[config.mk]
export PLATFORM = sky130hd
export DESIGN_NAME = regfile_scoreboard
export DESIGN_NICKNAME = d
export VERILOG_FILES = /design/src/rtl/regfile_scoreboard.sv
export SDC_FILE = /design/constraint.sdc
export NUM_CORES = 1
export LEC_CHECK = 0
export ABC_CLOCK_PERIOD_IN_PS = 2600
export BUFFER_PORTS_ARGS = -buffer_cell sky130_fd_sc_hd__clkbuf_2
export CAP_MARGIN = 20
export CORE_AREA = 2 2 130 132
export CTS_CLUSTER_DIAMETER = 30
export DETAILED_ROUTE_END_ITERATION = 10
export DIE_AREA = 0 0 132 134
export HOLD_SLACK_MARGIN = 0.12
export MAX_ROUTING_LAYER = met4
export PLACE_DENSITY = 0.79
export SLEW_MARGIN = 20
export SYNTH_ARGS = -nofsm -noshare
export SYNTH_HDL_FRONTEND = slang
export SYNTH_SLANG_ARGS = --single-unit
[constraint.sdc]
create_clock -name clk -period 2.6 [get_ports clk]
set_clock_uncertainty 0.1 [all_clocks]
set_input_delay 0.52 -clock clk [delete_from_list [all_inputs] [get_ports clk]]
set_output_delay 0.52 -clock clk [all_outputs]
set_load 0.1 [all_outputs]
[src/rtl/regfile_scoreboard.sv]
// 8-entry register file with writeback bypass and a per-register pending-write
// scoreboard that stalls decode on RAW hazards and pending-counter saturation.
module regfile_scoreboard #(
  parameter int DATA_WIDTH = 16,
  parameter int CNT_WIDTH  = 2
) (
  input  logic                  clk,
  input  logic                  rst_n,
  input  logic [2:0]            Read_Reg_1,
  input  logic [2:0]            Read_Reg_2,
  input  logic                  Read_En_1,
  input  logic                  Read_En_2,
  input  logic                  Issue,
  input  logic                  Issue_Write,
  input  logic [2:0]            Write_Reg,
  input  logic                  Write_En,
  input  logic [2:0]            Write_Back_Reg,
  input  logic [DATA_WIDTH-1:0] Write_Data,
  output logic [DATA_WIDTH-1:0] Read_Data_1,
  output logic [DATA_WIDTH-1:0] Read_Data_2,
  output logic                  Stall,
  output logic [7:0]            Busy,
  output logic                  Err
);

  localparam logic [CNT_WIDTH-1:0] CNT_MAX = '1;
  localparam logic [CNT_WIDTH-1:0] CNT_ONE = CNT_WIDTH'(1);

  logic [DATA_WIDTH-1:0] regs_q [8];
  logic [CNT_WIDTH-1:0]  cnt_q  [8];
  logic [CNT_WIDTH-1:0]  cnt_d  [8];
  logic                  err_q, err_d;
  logic                  src1_rdy, src2_rdy, dst_full, stall_raw, acc;
  logic [7:0]            inc_v, dec_v;

  // A source whose only pending write retires this cycle is satisfied by bypass.
  always_comb begin
    src1_rdy = !Read_En_1 || (cnt_q[Read_Reg_1] == '0) ||
               ((cnt_q[Read_Reg_1] == CNT_ONE) && Write_En && (Write_Back_Reg == Read_Reg_1));
    src2_rdy = !Read_En_2 || (cnt_q[Read_Reg_2] == '0) ||
               ((cnt_q[Read_Reg_2] == CNT_ONE) && Write_En && (Write_Back_Reg == Read_Reg_2));
    dst_full = Issue_Write && (cnt_q[Write_Reg] == CNT_MAX) &&
               !(Write_En && (Write_Back_Reg == Write_Reg));
    stall_raw = Issue && (!src1_rdy || !src2_rdy || dst_full);
    acc       = Issue && !stall_raw && Issue_Write;
    Stall     = rst_n && stall_raw;
  end

  always_comb begin
    Read_Data_1 = regs_q[Read_Reg_1];
    Read_Data_2 = regs_q[Read_Reg_2];
    if (Write_En && (Write_Back_Reg == Read_Reg_1)) Read_Data_1 = Write_Data;
    if (Write_En && (Write_Back_Reg == Read_Reg_2)) Read_Data_2 = Write_Data;
    if (!rst_n) begin
      Read_Data_1 = '0;
      Read_Data_2 = '0;
    end
  end

  always_comb begin
    inc_v = '0;
    dec_v = '0;
    for (int r = 0; r < 8; r++) begin
      cnt_d[r] = cnt_q[r];
      inc_v[r] = acc && (Write_Reg == 3'(r));
      dec_v[r] = Write_En && (Write_Back_Reg == 3'(r)) && (cnt_q[r] != '0);
      if (inc_v[r] && !dec_v[r]) cnt_d[r] = cnt_q[r] + CNT_ONE;
      if (dec_v[r] && !inc_v[r]) cnt_d[r] = cnt_q[r] - CNT_ONE;
    end
    err_d = err_q || (Write_En && (cnt_q[Write_Back_Reg] == '0));
  end

  always_ff @(posedge clk or negedge rst_n) begin
    if (!rst_n) begin
      for (int r = 0; r < 8; r++) begin
        regs_q[r] <= '0;
        cnt_q[r]  <= '0;
      end
      err_q <= 1'b0;
    end else begin
      for (int r = 0; r < 8; r++) begin
        cnt_q[r] <= cnt_d[r];
        if (Write_En && (Write_Back_Reg == 3'(r))) regs_q[r] <= Write_Data;
      end
      err_q <= err_d;
    end
  end

  always_comb begin
    for (int r = 0; r < 8; r++) Busy[r] = (cnt_q[r] != '0);
    Err = err_q;
  end

endmodule

==> results.txt <==
- Count of pins on the block boundary: 77
- The multi-input combinational cells in the finished layout cover a total of 5490 sq um.
- Counting I/O delays and the setup requirement, the final critical path takes 2.87 ns.
* WP buf/inv: 2
* Max transition margin: 61.3%
* Port buffer count: 76
- The number of global-route vias before repair came to 7,039.
* Global-route wire length before repair: 41,100 microns
- Critical Path End Type: output port
* Diodes inserted: 0
- The floorplan has 47 rows.
* Die width: 132 microns
- For this configuration, the core starts out at a cell density of 54.0%.
* Share of post-route cells with drive strength above 1: 66.2%
* Number of flops mapped to enable cells by yosys: 0
* Synth unique cells: 43
- Counting every instance in the synthesized netlist gives 648.
- Number of fill cells: 906
- Global-route layer with the greatest usage: met2
- Excluding fillers, the count of instances in the completed layout stands at 1,000.
- The final reports fail on negative setup slack.
* Met2 usage: 51.8%
- The startpoint identified for the worst register-to-register timing path is cnt_q[4]$_DFFE_PN0P_.
- At the worst endpoint, the required time is 1.98 ns.
- GR Util All Layers: 32.1%
* Setup-violating endpoint count in the final report: 34
* M3 GR Usage: 7.56%
- Clock tree from TritonCTS: done
* Max VDD drop: 0.587 mV
- Summed over all layers, the routed wires come to 27,200 microns.
- Run status: finished with violations
- Overflow left after global routing: 0
- Summing the sequential cell areas from Yosys gives 41.3% of the chip area.
- For this run, asynchronously set or reset flops after synthesis account for 100%.
- Combined flip-flop and latch cell area: 3640 sq um
* Leakage component of the power: 0.00506 uW
* R2R setup slack: -0.02 ns
* Routed length per placed instance: 27.2 microns
* Die ar.: 17,700 sq um
- Data arrives at the worst endpoint at 2.25 ns.
- The worst hold path belongs to the class reg2reg.
* Critical-path maximum fanout: 6
- Number of endpoints with negative hold slack in the final report: 0
* YS warnings: 0
- Setup Slack @ Placement: -0.392 ns
* Top Family by Delay on Critical Path: compound AO/OA/AOI/OAI gates
- Floorplan core area: 16,300 sq um
* Power density over cell area: 892 nW/um^2
- Final period utilization: 110%
- The worst setup path is of the reg2out kind.
- Summed over all nets, the half-perimeter wirelength after detailed placement is 14,900 microns.
* Largest net degree at the start of global routing: 41
- Clock net sink count: 145
- In the synthesized netlist the dominant register cell turns out to be sky130_fd_sc_hd__dfrtp_1.
- Critical-path top delay cell: sky130_fd_sc_hd__mux4_2
- The clock reaches the later pin of the worst-skew pair after 0.43 ns.
* Instance count on the critical path: 7
* Crit-path max cell delay: 0.51 ns
- Setup repair after global routing could not meet its margin everywhere.
- Net count of the mapped netlist: 691
- After detailed routing, the number of vias per cell comes to 6.66.
- Worst hold path depth: 1
* Number of clock buffers inserted by TritonCTS: 17
* DRC: 0
- H-tree depth: 4
- Counting cells, the worst reg-to-reg path comes to 11.
- The first routing iteration left 623 violations.
* Vias: 6,663
- The worst setup path is launched from a flop.
- Endpoint of the worst setup timing path: Stall
- Final Wtd Congestion: 0.995
* Vert. Die Dim: 134 microns
* Most frequent cells in the layout: sky130_fd_sc_hd__dfrtp_1 (136), sky130_fd_sc_hd__mux2_2 (115), sky130_fd_sc_hd__mux4_2 (74)
- Static timing analysis puts the maximum clock frequency at 348 MHz.
- In the final design database the tool counted 810 nets.
- Total count of max-transition violations in the final report: 0
- Max-cap violation count: 0
- Clock-pin slew was measured on the worst setup and hold paths at 0.06 ns.
- Worst setup path startpoint: cnt_q[4]$_DFFE_PN0P_
* Minimum setup slack in the final design: -0.270 ns
- Compared with the post-synthesis result, the final layout area differs by 39.0%.
* Reg-to-reg critical path endpoint: cnt_q[5]$_DFFE_PN0P_
- Commonest non-fill, non-tap cell in the layout: sky130_fd_sc_hd__dfrtp_1
* Count of TritonRoute iterations in the first routing pass: 6
- CTS Buffer Depth: 2
* Slew at the pin closest to its max-slew limit: 0.578 ns
- Global routing consumed, on the met1 layer, 39.4% of the routing resources.
* Count of placed standard cells including taps: 940
- The mapped netlist covers 8790 sq um.
* Synthesized area divided by synthesized cell count: 13.6 sq um
- In this run the clock root is driven by a sky130_fd_sc_hd__clkbuf_16.
- Register bit count reported by yosys: 145
- Cells traversed along the worst timing path: mux4_2 -> o41ai_4 -> a221oi_2 -> a311oi_4 -> buf_6 -> nor2_4 -> buf_12
- The initial antenna violation count was 0.
* Number of routed nets with antenna violations: 0
layout make-up:
cell class,instances,area share (%)
Multi-Input combinational cell,429,44.9
Sequential cell,145,29.8
Timing Repair Buffer,165,17.5
Clock buffer,18,3.59
Tap cell,220,2.25
Clock inverter,14,1.64
Inverter,9,0.276
flip-flops by register name (all words and copies together) (netlist names):
register / flops
Err: 1
cnt_q: 16
regs_q: 128
Yosys cell counts, types with 3 or more instances:
master,count,share of area (%)
sky130_fd_sc_hd__buf_2,26,1.5
sky130_fd_sc_hd__nand3_1,5,0.28
sky130_fd_sc_hd__nand2_1,45,1.9
sky130_fd_sc_hd__and2_1,3,0.21
sky130_fd_sc_hd__o211a_1,32,3.6
sky130_fd_sc_hd__nand4b_1,3,0.30
sky130_fd_sc_hd__inv_1,8,0.34
sky130_fd_sc_hd__mux2i_1,32,3.6
sky130_fd_sc_hd__xor2_1,14,1.4
sky130_fd_sc_hd__o21ai_0,3,0.17
sky130_fd_sc_hd__mux4_2,72,18
sky130_fd_sc_hd__mux2_2,115,15
sky130_fd_sc_hd__nand4_1,4,0.28
sky130_fd_sc_hd__dfrtp_1,145,41
sky130_fd_sc_hd__mux2_1,13,1.7
sky130_fd_sc_hd__buf_6,4,0.51
sky130_fd_sc_hd__xnor2_1,19,1.9
sky130_fd_sc_hd__buf_1,18,0.77
sky130_fd_sc_hd__clkbuf_1,14,0.60
sky130_fd_sc_hd__ha_1,8,1.1
sky130_fd_sc_hd__nor2_1,29,1.2
kinds of logic (layout without fill, tap and decap cells):
| family | count (synthesis) | in the layout | synth area share, % |
|---|---|---|---|
| mux | 234 | 234 | 39.1 |
| xor+xnor | 33 | 33 | 3.29 |
| buf+inv | 74 | 206 | 3.97 |
| compound gates | 48 | 48 | 5.48 |
| flops | 145 | 145 | 41.3 |
| simple gates | 106 | 106 | 5.78 |
| fa+ha+maj | 8 | 8 | 1.14 |
layer usage:
layer | vias to the layer above | share of wire (%)
met5 | - | 0
met4 | 0 | 4.6
met3 | 108 | 8.3
met2 | 406 | 49
met1 | 3471 | 38
li1 | 2678 | -
through the flow:
step / util, % / total power (uW) / TNS (ns) / hold slack (ns) / instance area [sq um]
2_1_floorplan: - / 6410 / -1.73 / 0.124 / 9200
4_1_cts: 73.1 / 10500 / -4.72 / 0.361 / 11900
6_report: 75.0 / 10900 / -4.32 / 0.358 / 12200
5_1_grt: 75.0 / 11300 / -5.42 / 0.371 / 12200
3_5_place_dp: 65.1 / 7660 / -14.43 / 0.299 / 10600
3_3_place_gp: 65.1 / 7460 / -12.56 / 0.296 / 10600
worst min path at each step:
stage                              from               endpoint
after global placement            rst_n  cnt_q[11]$_DFFE_PN0P_
final                     Err$_DFF_PN0_          Err$_DFF_PN0_
after CTS                 Err$_DFF_PN0_          Err$_DFF_PN0_
after detailed placement          rst_n          Err$_DFF_PN0_
after floorplan                   rst_n          Err$_DFF_PN0_
after global routing      Err$_DFF_PN0_          Err$_DFF_PN0_
worst reg2reg max path: cells and delay by family (launching register included):
family          cells  cell delay, ns
simple gates        2            0.15
compound gates      3            0.52
xor+xnor            2            0.30
flops               1            0.45
mux                 1            0.51
fa+ha+maj           1            0.21
buf+inv             2            0.27
report_power, final:
group / switching [uW] / total, uW / leakage, uW / internal [uW]
sequential: 556 / 3400 / 0.00173 / 2840
combinational: 2630 / 4830 / 0.00303 / 2210
clock: 1020 / 2670 / 0.000310 / 1650
total: 4210 / 10900 / 0.00506 / 6690
timing repair:
item | 4_1_cts | 5_1_grt
cloned | 8 | 3
setup buffers | 13 | 6
endpoints found under the setup margin | 33 | 42
pin swaps | 9 | 23
hold buffers | 2 | 0
hold endpoints to repair | 12 | 0
resized for setup | 59 | 66
Power figures use the tool's default switching activity.
